**src/rtl/shft_serializer_pkg.sv**
```systemverilog
// Shared encodings for the parallel-in/serial-out serializer.
// The FSM state values and the shift-direction flag values live here.
package shft_serializer_pkg;

    typedef enum logic [1:0] {
        ST_IDLE  = 2'd0,
        ST_SHIFT = 2'd1,
        ST_GAP   = 2'd2
    } state_e;

    localparam logic DIR_MSB_FIRST = 1'b0;
    localparam logic DIR_LSB_FIRST = 1'b1;

    // Width of a counter that has to hold the values 0..n-1, never narrower than one bit.
    function automatic int cnt_width(input int n);
        return (n > 1) ? $clog2(n) : 1;
    endfunction

endpackage

```
**src/rtl/shft_serializer_piso.sv**
```systemverilog
// WIDTH-bit load / shift-left / shift-right register.
// next_bit_o is the bit that will sit at the output end once the next shift has happened.
module shft_serializer_piso
    import shft_serializer_pkg::*;
#(
    parameter int WIDTH = 4
) (
    input  logic             clk_i,
    input  logic             rst_ni,
    input  logic             load_i,
    input  logic             shift_i,
    input  logic             dir_i,
    input  logic [WIDTH-1:0] data_i,
    output logic             next_bit_o
);

    logic [WIDTH-1:0] shreg_q;
    logic [WIDTH-1:0] shreg_d;

    always_comb begin
        shreg_d = shreg_q;
        if (load_i) begin
            shreg_d = data_i;
        end else if (shift_i) begin
            if (dir_i == DIR_LSB_FIRST) begin
                shreg_d = {1'b0, shreg_q[WIDTH-1:1]};
            end else begin
                shreg_d = {shreg_q[WIDTH-2:0], 1'b0};
            end
        end
    end

    // The current bit is already on the registered serial output, so the lookahead bit is fed out.
    assign next_bit_o = (dir_i == DIR_LSB_FIRST) ? shreg_q[1] : shreg_q[WIDTH-2];

    always_ff @(posedge clk_i) begin
        if (!rst_ni) begin
            shreg_q <= '0;
        end else begin
            shreg_q <= shreg_d;
        end
    end

endmodule

```
**src/rtl/shft_serializer.sv**
```systemverilog
// Parallel-in/serial-out transmitter: accepts a word over valid/ready and shifts it out
// MSB-first or LSB-first, with first/last frame markers and optional idle gap between words.
module shft_serializer
    import shft_serializer_pkg::*;
#(
    parameter int WIDTH = 4,
    parameter int GAP   = 0
) (
    input  logic             Clk,
    input  logic             Rst,
    input  logic             InValid,
    output logic             InReady,
    input  logic [WIDTH-1:0] Datain,
    input  logic             Dir,
    output logic             SerOut,
    output logic             SerValid,
    output logic             SerFirst,
    output logic             SerLast,
    output logic             Busy
);

    // Handshake: a word moves on a rising Clk edge where InValid and InReady are both 1;
    // the source holds Datain/Dir while InValid=1, and InReady never depends on InValid.

    localparam int CW = cnt_width(WIDTH);
    localparam int GW = cnt_width(GAP);
    localparam logic [CW-1:0] CNT_LAST = CW'(WIDTH - 1);
    localparam logic [GW-1:0] GAP_LAST = GW'(GAP - 1);

    state_e        state_q, state_d;
    logic [CW-1:0] cnt_q, cnt_d;
    logic [GW-1:0] gap_q, gap_d;
    logic          dir_q, dir_d;
    logic          out_q, out_d;
    logic          valid_q, valid_d;
    logic          first_q, first_d;
    logic          last_q, last_d;
    logic          load;
    logic          shift_en;
    logic          accept;
    logic          cnt_at_last;
    logic          next_bit;

    shft_serializer_piso #(
        .WIDTH(WIDTH)
    ) u_piso (
        .clk_i     (Clk),
        .rst_ni    (Rst),
        .load_i    (load),
        .shift_i   (shift_en),
        .dir_i     (dir_q),
        .data_i    (Datain),
        .next_bit_o(next_bit)
    );

    always_comb begin
        cnt_at_last = (state_q == ST_SHIFT) && (cnt_q == CNT_LAST);
        InReady     = Rst && ((state_q == ST_IDLE) || (cnt_at_last && (GAP == 0)));
        accept      = InValid && InReady;

        state_d  = state_q;
        cnt_d    = cnt_q;
        gap_d    = gap_q;
        dir_d    = dir_q;
        out_d    = 1'b0;
        valid_d  = 1'b0;
        first_d  = 1'b0;
        last_d   = 1'b0;
        load     = 1'b0;
        shift_en = 1'b0;

        case (state_q)
            ST_SHIFT: begin
                if (!cnt_at_last) begin
                    shift_en = 1'b1;
                    cnt_d    = cnt_q + 1'b1;
                    valid_d  = 1'b1;
                    out_d    = next_bit;
                    last_d   = (cnt_d == CNT_LAST);
                end else if (GAP > 0) begin
                    state_d = ST_GAP;
                    gap_d   = '0;
                    cnt_d   = '0;
                end else begin
                    state_d = ST_IDLE;
                    cnt_d   = '0;
                end
            end
            ST_GAP: begin
                if (gap_q == GAP_LAST) begin
                    state_d = ST_IDLE;
                end else begin
                    gap_d = gap_q + 1'b1;
                end
            end
            default: begin
                state_d = ST_IDLE;
            end
        endcase

        // Accept is only possible from IDLE or the last SHIFT cycle, so it overrides the above.
        if (accept) begin
            state_d = ST_SHIFT;
            cnt_d   = '0;
            dir_d   = Dir;
            load    = 1'b1;
            valid_d = 1'b1;
            first_d = 1'b1;
            out_d   = (Dir == DIR_LSB_FIRST) ? Datain[0] : Datain[WIDTH-1];
        end
    end

    always_ff @(posedge Clk) begin
        if (!Rst) begin
            state_q <= ST_IDLE;
            cnt_q   <= '0;
            gap_q   <= '0;
            dir_q   <= DIR_MSB_FIRST;
            out_q   <= 1'b0;
            valid_q <= 1'b0;
            first_q <= 1'b0;
            last_q  <= 1'b0;
        end else begin
            state_q <= state_d;
            cnt_q   <= cnt_d;
            gap_q   <= gap_d;
            dir_q   <= dir_d;
            out_q   <= out_d;
            valid_q <= valid_d;
            first_q <= first_d;
            last_q  <= last_d;
        end
    end

    assign SerOut   = out_q;
    assign SerValid = valid_q;
    assign SerFirst = first_q;
    assign SerLast  = last_q;
    assign Busy     = (state_q != ST_IDLE);

endmodule

```
**config.mk**
```make
export PLATFORM = sky130hd
export DESIGN_NAME = shft_serializer
export DESIGN_NICKNAME = d
export VERILOG_FILES = /design/src/rtl/shft_serializer_pkg.sv /design/src/rtl/shft_serializer_piso.sv /design/src/rtl/shft_serializer.sv
export SDC_FILE = /design/constraint.sdc
export NUM_CORES = 1
export LEC_CHECK = 0
export CORE_MARGIN = 2
export CORE_UTILIZATION = 30
export CTS_CLUSTER_SIZE = 16
export DETAILED_ROUTE_END_ITERATION = 8
export PLACE_DENSITY = 0.59
export SETUP_SLACK_MARGIN = 0.5
export SYNTH_ARGS = -nofsm -noshare
export SYNTH_HDL_FRONTEND = slang
export SYNTH_SLANG_ARGS = --single-unit
```
**constraint.sdc**
```tcl
create_clock -name Clk -period 3.3 [get_ports Clk]
set_input_delay 0.66 -clock Clk [delete_from_list [all_inputs] [get_ports Clk]]
set_output_delay 0.66 -clock Clk [all_outputs]
set_load 0.01 [all_outputs]
```
# Word level (Yosys, flattened, before mapping)

Cells that the tools add are included.

Reduce and logical (&&, ||, !) cells: 11
Muxes and demuxes: 18
Add/subtract/negate cells: 2
Bitwise gates (word level): 2
Equality and inequality tests: 8

Operator list:

| cell                                                                  | count |
|---|---|
| 4-bit 2-to-1 mux                                                      | 3 |
| 1-bit 2-to-1 mux                                                      | 11 |
| 2-bit equality test, second input constant                            | 3 |
| 2-bit 2-to-1 mux                                                      | 3 |
| 3-bit inequality test, second input constant                          | 2 |
| 2-bit inequality test, second input constant                          | 2 |
| 2-bit case mux with 2 select lines                                    | 1 |
| 2-bit AND reduction                                                   | 2 |
| 2-bit nonzero test                                                    | 2 |
| 1-bit logical AND                                                     | 3 |
| 3-bit OR reduction                                                    | 1 |
| 2-bit by 1-bit adder with 2-bit output, second input constant         | 1 |
| 2-bit by 1-bit equality test with 1-bit output, second input constant | 1 |
| 2-bit zero test                                                       | 1 |
| 1-bit inverter                                                        | 2 |
| 2-bit OR reduction                                                    | 1 |
| 1-bit adder, second input constant                                    | 1 |
| 1-bit logical OR                                                      | 1 |

Output and inout bits: 6
Bits in registers: 14

# Longest topological paths before layout

Gate-level depths: netlist of run 1.

Word-level depth: 7
Mapped depth: 5
Gate-level depth less buffers: 5

# By module

A second synthesis of run 1 with hierarchy kept.

Cells, all modules: 57
Area, all modules: 575.6 um2

By module, submodules not included:

| module               | cells each | area each (um2) | instances |
|---|---|---|---|
| shft_serializer      | 35         | 347.8           | 1 |
| shft_serializer_piso | 22         | 227.7           | 1 |

# Least setup slack after synthesis of run 1

OpenSTA, ideal clock, no wires.

Kind: input -> output
Start point: in Rst
End point: out InReady
Path buffers: 1
Data arrival time: 0.981 ns
Path slack: 1.659 ns
Stages: 3
Path through: buf_2 > nand2_1 > inv_1

Word-level cells in the longest chain between the ends: 1

RTL lines:

| element           | line                  | text |
|---|---|---|
| start, declared   | shft_serializer.sv:10 | `input logic Rst,` |
| 1-bit logical AND | shft_serializer.sv:58 | `InReady = Rst && ((state_q == ST_IDLE) \|\| (cnt_at_last && (GAP == 0)));` |
| end, declared     | shft_serializer.sv:12 | `output logic InReady,` |

Every way passes these cells.

# Worst setup path after layout of run 1

Start point: reg cnt_q[0]
End point: out InReady

Word-level cells in the longest chain between the ends: 4

RTL lines:

| element                | line                   | text |
|---|---|---|
| start, declared        | shft_serializer.sv:31  | `logic [CW-1:0] cnt_q, cnt_d;` |
| start signal, assigned | shft_serializer.sv:125 | `cnt_q <= cnt_d;` |
| 2-bit equality test    | shft_serializer.sv:57  | `cnt_at_last = (state_q == ST_SHIFT) && (cnt_q == CNT_LAST);` |
| 1-bit logical AND      | shft_serializer.sv:57  |  |
| 1-bit logical OR       | shft_serializer.sv:58  |  |
| 1-bit logical AND      | shft_serializer.sv:58  |  |

Every way passes these cells.

==> metrics, run 1 <==
TritonCTS Sinks 12; CP max stage delay 0.53 ns; mean area per synthesized cell 9.92 µm²; Core Area 1730 µm²; fin crit period about 2.5 ns; Post-Synth Simple-Gate Area ~18%; Syn-to-layout area delta 32.3%; initial antenna violation count 0; Worst Path Required 2.64 ns; setup bufs post-CTS 0; hold_buf cts 0; DR DRC count 0; mux cell area share after synthesis 11.2%; Max Cap Viol 0; Mapped Area 546 µm²; input/output buffers 13; hpwl dp 704 µm; placer's final routability congestion estimate 0.772; post-route clock skew 0.00395 ns; iteration count of the initial detailed-routing pass 2; Slew Limit Headroom 67.7%; Fin. Hold Viols 0; Worst R2R Setup Slack 2.02 ns; Area after DPL 683 µm²; worst hold slack 0.505 ns; status completed; CP arrival 1.85 ns; Synth cell types 25; fin nets 80; Die Wd 46.6 µm; Routed wire per std cell 10.0 µm; worst slew pin tran approximately 0.48 ns; Root Driver clkbuf_4; Total Power 323 µW; Initial Util 31.6%; Slowest-stage cell, CP clkdlybuf4s50_1; Congestion Overflow GR 0; main combinational cell family by area after synthesis simple AND/OR/NAND/NOR gates; Synth Instances 55; GR Util All Layers 11.6%; clock buffer depth 2; #FFs+latches synth 12; post-CTS sizing 0; clock latency at the later pin of the worst-skew pair ~0.27 ns; CTS Buf Count 3; vias in the first global route 377; Seq/Total Area, Yosys 44.0%; H-tree Lvls 1; Crit. End Element output port; adder-cell share of the synthesized area 4.59%; post-synthesis compound-gate area fraction 16.7%; setup ws final 0.792 ns; pwr/cell area 448 nW/µm²; Slew Viols, Final 0; Max rail drop VDD 161 µV; syn nets 65; Routed Antenna Nets 0; Starting DRT DRC Count 2; Post-Synth XOR/XNOR Area 0%; RSZ-0062 raised after global routing no; DR vias/cell ~4.4; worst path cell trace ha_1 > nand2b_1 > nand2_1 > inv_1 > clkdlybuf4s50_1; Leakage 0.302 nW; die area 2180 µm²; largest net degree at the start of global routing 13; Hold Path Class register to register; Peak Freq 0.399 GHz; Yosys warnings 0; clock transition at the registers of the reported paths 0.08 ns; endpoints failing setup 0; routed wire length approximately 940 µm; first-pass GRT wire length 1.61 mm; Setup CP Type register to output port; die height about 47 µm; TritonCTS clock tree yes; share of layout cells above drive strength 1 11.6%; Ant. Diodes 0; Crit Path Max Fanout 9; post-route clock period utilization 76.0%; pre-CTS setup slack about 0.54 ns; via count 415; I/O pins 14; Critical Path Start Type register; TNS Setup 0 ns; post-route cell area roughly 720 µm²; standard-cell rows 15
[layout by cell type, fill, tap and decap left out, types with 3 or more instances in the layout]
master and n:
nor2_1 3, clkbuf_4 3, nand2_1 4, dfxtp_1 12, mux2i_1 5, o21a_1 3, clkdlybuf4s50_1 12, a21oi_1 3
[state kept, by name, summed over array words and instances (netlist names)]
signal / count
SerFirst: 1
dir_q: 1
SerValid: 1
SerLast: 1
SerOut: 1
cnt_q: 2
state_q: 1
u_piso.shreg_q: 4
[cell usage after synthesis]
master / count / area (µm²)
nand2b_1: 2 / 12.5
mux2i_1: 5 / 50.1
o21ai_0: 2 / 10.0
buf_6: 1 / 11.3
o2bb2ai_2: 1 / 15.0
mux2_2: 1 / 11.3
and2_1: 1 / 6.26
o21a_1: 3 / 22.5
ha_1: 2 / 25.0
nor2_1: 3 / 11.3
a31oi_1: 1 / 6.26
and3_4: 1 / 11.3
and2b_2: 1 / 8.76
nor3_1: 1 / 5.00
a41o_1: 1 / 10.0
inv_1: 2 / 7.51
and3_1: 1 / 6.26
nor2b_1: 2 / 12.5
buf_4: 1 / 7.51
nor3b_1: 1 / 7.51
nand2_1: 4 / 15.0
buf_2: 1 / 5.00
a21oi_1: 3 / 15.0
o22ai_1: 2 / 12.5
dfxtp_1: 12 / 240
[cell type report]
cell class                      instances  area (µm²)
Fill cell                             181        1000
Multi-Input combinational cell         38         274
Sequential cell                        12         240
Timing Repair Buffer                   13         133
Clock buffer                            4        36.3
Tap cell                               25        31.3
Inverter                                2        7.51
[report_power, final]
| group | leakage, nW | switching [mW] | internal [mW] |
|---|---|---|---|
| clock | 0.0210 | 0.0485 | 0.0670 |
| combinational | 0.182 | 0.0205 | 0.0274 |
| sequential | 0.0989 | 0.00634 | 0.154 |
[path summary, 6_finish.rpt]
path	startpoint	to	depth (start not counted)
min	u_piso.shreg_q[3]$_SDFFE_PN0P_	u_piso.shreg_q[3]$_SDFFE_PN0P_	2
max reg2reg	cnt_q[0]$_SDFFE_PP0P_	SerOut$_SDFF_PN0_	4
min reg2reg	u_piso.shreg_q[3]$_SDFFE_PN0P_	u_piso.shreg_q[3]$_SDFFE_PN0P_	2
max	cnt_q[0]$_SDFFE_PP0P_	InReady	5
[per-layer routing]
metal	up-vias	global-route usage, %	part of all wire (%)
met3	2	4.71	3.1
met1	185	13.7	51
met2	8	15.0	42
met4	0	11.7	2.9
met5	-	0	0
li1	220	-	-
[critical path: cells and delay by family, from the launching register on]
| kind | cells | cell delay [ns] |
|---|---|---|
| adder cells (fa/ha/maj) | 1 | 0.19 |
| flip-flops | 1 | 0.36 |
| buffers and inverters | 2 | 0.61 |
| AND/OR/NAND/NOR | 2 | 0.42 |
[through the flow]
stage	utilization [%]	std cells
floorplan	-	55
global placement	39.6	90
detailed placement	39.6	90
CTS	41.7	94
global route	41.8	94
finish	41.8	94
[kinds of logic (layout without fill, tap and decap cells)]
| logic type | count (synthesis) | in the layout |
|---|---|---|
| fa+ha+maj | 2 | 2 |
| flops | 12 | 12 |
| simple gates | 17 | 17 |
| mux | 6 | 6 |
| buf+inv | 5 | 19 |
| compound gates | 13 | 13 |
Power figures use the tool's default switching activity.
==> inputs of run 2 (changes only) <==
==> constraint.sdc (replaced) <==
create_clock -name Clk -period 2.55 [get_ports Clk]
set_input_delay 0.51 -clock Clk [delete_from_list [all_inputs] [get_ports Clk]]
set_output_delay 0.51 -clock Clk [all_outputs]
set_load 0.01 [all_outputs]
==> metrics, run 2 (synthesis gave the netlist of run 1 again) <==
commonest non-fill, non-tap cells in the layout 12 x dfxtp_1, 12 x clkdlybuf4s50_1, 5 x mux2i_1; clock buffer depth 2 (unchanged); Crit. End Element output port; vias in the first global route 393 (+4.2%); Worst Min Path Start u_piso.shreg_q[3]$_SDFFE_PN0P_; Setup CP Type register to output port; initial antenna violation count 0 (unchanged); Buf/Inv on CP 2 (unchanged); pwr/cell area 536 nW/µm² (+20%); fin nets 81 (+1.3%); Worst Path Required 2.04 ns (-0.60 ns); fill count 186 (+2.8%); Starting DRT DRC Count 1 (-1); Hold Path Class register to register; largest net degree at the start of global routing 13 (unchanged); DR vias/cell 4.55 (+3.1%); hpwl dp 723 µm (+2.6%); CP max stage delay 0.33 ns (-0.20 ns); worst slew pin tran 0.470 ns (-0.0138 ns); Slew Limit Headroom 68.6% (+0.92 points); routed wire length 980 µm (+4.0%); Ant. Diodes 0 (unchanged); cell count of the worst hold path 2 (unchanged); Max Cap Viol 0 (unchanged); Routed Antenna Nets 0 (unchanged); Routed wire per std cell 10.4 µm (+4.0%); endpoints failing setup 0 (unchanged); Die Wd 46.6 µm (unchanged); Fin. Hold Viols 0 (unchanged); post-route clock skew 0.00132 ns (-0.00262 ns); Syn-to-layout area delta 31.9%; Worst R2R End u_piso.shreg_q[1]$_SDFFE_PN0P_; Slowest-stage cell, CP dfxtp_1; Leakage 0.294 nW (-2.6%); TNS Setup 0 ns (unchanged); FF-to-FF path depth 4 (unchanged); Hold Path Sink u_piso.shreg_q[3]$_SDFFE_PN0P_; iteration count of the initial detailed-routing pass 2 (unchanged); Area after DPL 691 µm² (+1.1%); Root Driver clkbuf_4; via count 428 (+3.1%); I/O pins 14 (unchanged); DR DRC count 0 (unchanged); Crit Path Max Fanout 9 (unchanged); RSZ-0062 raised after global routing no; register area 240 µm² (unchanged); area of the multi-input gates 282 µm² (+2.7%); clock latency at the later pin of the worst-skew pair 0.27 ns (about the same); die area 2180 µm² (unchanged); TritonCTS Sinks 12 (unchanged); clock transition at the registers of the reported paths 0.07 ns (about the same); Top reg by flops u_piso.shreg_q; status completed; Core Area 1730 µm² (unchanged); first-pass GRT wire length 1.70 mm (+5.1%); fin crit period between 1.5 and 2 ns; CTS Buf Count 3 (unchanged); TritonCTS clock tree yes; max FFs per register 4 (unchanged); standard-cell rows 15 (unchanged); share of layout cells above drive strength 1 13.0% (+1.4 points); CP arrival 1.44 ns (-0.41 ns); Top delay family on crit path flip-flops; placer's final routability congestion estimate 0.695 (-9.9%); GR Util All Layers 12.1% (+0.52 points); biggest regs u_piso.shreg_q (4), cnt_q (2); Final Util 41.7% (-0.14 points); setup bufs post-CTS 0 (unchanged); post-route clock period utilization about 76%; Peak Freq 0.513 GHz; Max rail drop VDD 144 µV (-10%); H-tree Lvls 1 (unchanged); die height 46.6 µm (unchanged); worst r2r src cnt_q[0]$_SDFFE_PP0P_; Slew Viols, Final 0 (unchanged); worst path cell trace ha_1 > nand2b_4 > nand2_1 > inv_1 > dlygate4sd2_1; Congestion Overflow GR 0 (unchanged); Initial Util 31.6% (unchanged); post-route cell area 719 µm² (-0.35%); input/output buffers 13 (unchanged); Critical Path Start Type register; Worst R2R Setup Slack 1.39 ns (-0.63 ns)
-- run 2: where the power goes --
group / internal [mW] / switching [mW]
Combinational: 0.0367 / 0.0270
Sequential: 0.199 / 0.00844
Clock: 0.0546 / 0.0600
Total: 0.290 / 0.0955
-- run 2: layer usage --
layer	share of wire, %	GRT usage (%)	up-vias	wire [µm]
li1	-	-	222	-
met1	51	13.6	194	495
met2	44	16.9	10	427
met3	3.0	4.71	2	29
met4	2.8	11.7	0	27
met5	0	0	-	0
-- run 2: worst register-to-register path: cells and delay by family (launching register included) --
kind,cells,cell delay (ns)
simple gates,2,0.35
compound gates,1,0.19
flops,1,0.33
fa+ha+maj,1,0.22
-- run 2: cell type report --
| type | count | area share [%] |
|---|---|---|
| Inverter | 2 | 1.04 |
| Timing Repair Buffer | 14 | 19.0 |
| Tap cell | 25 | 4.35 |
| Multi-Input combinational cell | 38 | 39.1 |
| Sequential cell | 12 | 33.4 |
| Clock buffer | 3 | 3.13 |
-- run 2: worst max path at each step --
stage | startpoint | to | cells after the start
final | cnt_q[0]$_SDFFE_PP0P_ | InReady | 5
after CTS | cnt_q[0]$_SDFFE_PP0P_ | InReady | 5
after global routing | cnt_q[0]$_SDFFE_PP0P_ | InReady | 5
after detailed placement | Rst | InReady | 4
after global placement | Rst | InReady | 4
after floorplan | cnt_q[0]$_SDFFE_PP0P_ | InReady | 5
-- run 2: metrics by stage --
stage	worst slack (ns)	instances	hold WS, ns	total power, mW
after floorplan	1.10	55	0.463	0.249
after global placement	0.391	91	0.486	0.275
after detailed placement	0.370	91	0.492	0.276
after CTS	0.589	94	0.503	0.393
after global routing	0.502	94	0.527	0.410
final	0.602	94	0.499	0.386
-- run 2: what timing repair did --
item	CTS	global route
resized for setup	3	0
hold buffers	0	0
setup endpoints to repair	1	0
==> inputs of run 3 (changes only) <==
==> constraint.sdc (replaced) <==
create_clock -name Clk -period 1.9 [get_ports Clk]
set_input_delay 0.38 -clock Clk [delete_from_list [all_inputs] [get_ports Clk]]
set_output_delay 0.38 -clock Clk [all_outputs]
set_load 0.01 [all_outputs]
==> metrics, run 3 (synthesis gave the netlist of run 1 again) <==
status completed; Peak Freq 0.657 GHz; commonest non-fill, non-tap cell in the layout dfxtp_1; Hold Path Class register to register; TritonCTS Sinks 12 (unchanged); endpoints failing setup 0 (unchanged); FF-to-FF path depth 6 (+2); iteration count of the initial detailed-routing pass 4 (+2); Initial Util 31.6% (unchanged); standard-cell rows 15 (unchanged); Max Cap Viol 0 (unchanged); Die Wd 46.6 µm (unchanged); DR DRC count 0 (unchanged); crit path to InReady; TNS Setup 0 ns (unchanged); worst slew pin tran 0.498 ns (+0.0277 ns); Worst R2R End SerOut$_SDFF_PN0_; Worst R2R Setup Slack 0.58 ns (-0.81 ns); Top delay family on crit path flip-flops; Max rail drop VDD 295 µV (+110%); worst setup path start cnt_q[1]$_SDFFE_PP0P_; largest net degree at the start of global routing 13 (unchanged); post-route clock skew 0.00403 ns (+0.00270 ns); CP arrival 1.14 ns (-0.30 ns); GR Util All Layers 12.6% (+0.50 points); hold_buf cts 0 (unchanged); input/output buffers 13 (unchanged); Slowest-stage cell, CP dfxtp_2; fin nets 86 (+6.2%); share of layout cells above drive strength 1 29.3% (+16 points); clock buffer depth 2 (unchanged); clock transition at the registers of the reported paths 0.08 ns (about the same); pwr/cell area 737 nW/µm² (+37%); vias in the first global route 423 (+7.6%); Crit. End Element output port; register area 246 µm² (+2.6%); post-route clock period utilization 80.1%; hpwl dp 742 µm (+2.6%); die area 2180 µm² (unchanged); clock latency at the later pin of the worst-skew pair 0.28 ns (about the same); Routed wire per std cell 11.3 µm (+7.9%); Ant. Diodes 0 (unchanged); Worst Path Required 1.52 ns (-0.52 ns); CP max stage delay 0.35 ns (+0.02 ns); die height 46.6 µm (unchanged); first-pass GRT wire length 1.77 mm (+4.1%); fin crit period ~1.5 ns; biggest regs u_piso.shreg_q (4), cnt_q (2); Leakage 0.352 nW (+20%); fill count 178 (-4.3%); Syn-to-layout area delta 45.9%; Area after DPL 706 µm² (+2.2%); Critical Path Start Type register; DR vias/cell 4.46 (-2.0%); Setup CP Type register to output port; H-tree Lvls 1 (unchanged); CTS Buf Count 3 (unchanged); TritonCTS clock tree yes; worst path cell trace ha_4 > nand2b_4 > nand2_4 > inv_2 > buf_6; initial antenna violation count 0 (unchanged); Slew Limit Headroom 66.8% (-1.8 points); Starting DRT DRC Count 4 (+3); I/O pins 14 (unchanged); area of the multi-input gates 302 µm² (+7.1%); Core Area 1730 µm² (unchanged); Root Driver clkbuf_4; Congestion Overflow GR 0 (unchanged); worst r2r src cnt_q[1]$_SDFFE_PP0P_; Slew Viols, Final 0 (unchanged); via count 446 (+4.2%); RSZ-0062 raised after global routing yes; Worst path depth 5 (unchanged); Top reg by flops u_piso.shreg_q; commonest non-fill, non-tap cells in the layout 9 x dfxtp_1, 6 x clkdlybuf4s50_1, 6 x buf_4; placer's final routability congestion estimate 0.683 (-1.7%); routed wire length 1.13 mm (+15%); Fin. Hold Viols 0 (unchanged); max FFs per register 4 (unchanged); Buf/Inv on CP 2 (unchanged); Crit Path Max Fanout 3 (-6); Routed Antenna Nets 0 (unchanged); post-route cell area 796 µm² (+11%)
[run 3: worst min-delay path: cells and delay by family (launching register included)]
kind / cells / cell delay (ns)
DFF: 1 / 0.32
AOI/OAI and AO/OA: 1 / 0.08
and+or+nand+nor: 1 / 0.07
[run 3: cell type report]
type	instances	area share, %
Tap cell	25	3.93
Sequential cell	12	31.0
Timing Repair Buffer	19	21.7
Clock buffer	4	4.56
Inverter	2	0.943
Multi-Input combinational cell	38	37.9
[run 3: layer usage]
metal	global-route usage (%)	up-vias	part of all wire [%]	wire length (µm)
met1	12.7	198	43	487
met2	20.6	11	48	544
li1	-	232	-	-
met4	13.3	0	5.1	57
met5	0	-	0	0
met3	2.35	5	3.2	36
[run 3: per-stage QoR]
step	cells	hold WS (ns)	worst slack (ns)	total power [mW]	util, %
6_report	100	0.511	0.378	0.586	46.1
5_1_grt	100	0.545	0.343	0.609	46.1
4_1_cts	97	0.502	0.310	0.580	43.3
3_5_place_dp	93	0.485	0.000927	0.374	40.9
3_3_place_gp	93	0.485	0.0396	0.373	40.9
2_1_floorplan	55	0.463	0.581	0.334	-
[run 3: where the power goes]
group	switching [mW]	internal [mW]
Clock	0.0943	0.117
Combinational	0.0414	0.0548
Sequential	0.0119	0.267
[run 3: worst min path at each step]
| stage | startpoint | endpoint | cells past startpoint |
|---|---|---|---|
| 2_1_floorplan | u_piso.shreg_q[3]$_SDFFE_PN0P_ | u_piso.shreg_q[3]$_SDFFE_PN0P_ | 2 |
| 3_3_place_gp | u_piso.shreg_q[3]$_SDFFE_PN0P_ | u_piso.shreg_q[3]$_SDFFE_PN0P_ | 2 |
| 3_5_place_dp | u_piso.shreg_q[3]$_SDFFE_PN0P_ | u_piso.shreg_q[3]$_SDFFE_PN0P_ | 2 |
| 4_1_cts | u_piso.shreg_q[3]$_SDFFE_PN0P_ | u_piso.shreg_q[3]$_SDFFE_PN0P_ | 2 |
| 5_1_grt | u_piso.shreg_q[3]$_SDFFE_PN0P_ | u_piso.shreg_q[3]$_SDFFE_PN0P_ | 2 |
| 6_report | u_piso.shreg_q[3]$_SDFFE_PN0P_ | u_piso.shreg_q[3]$_SDFFE_PN0P_ | 2 |
[run 3: repair_timing]
action	in CTS	in global routing
endpoints found under the setup margin	6	2
pin swaps	0	2
setup buffers	0	3
gates resized for setup	15	6
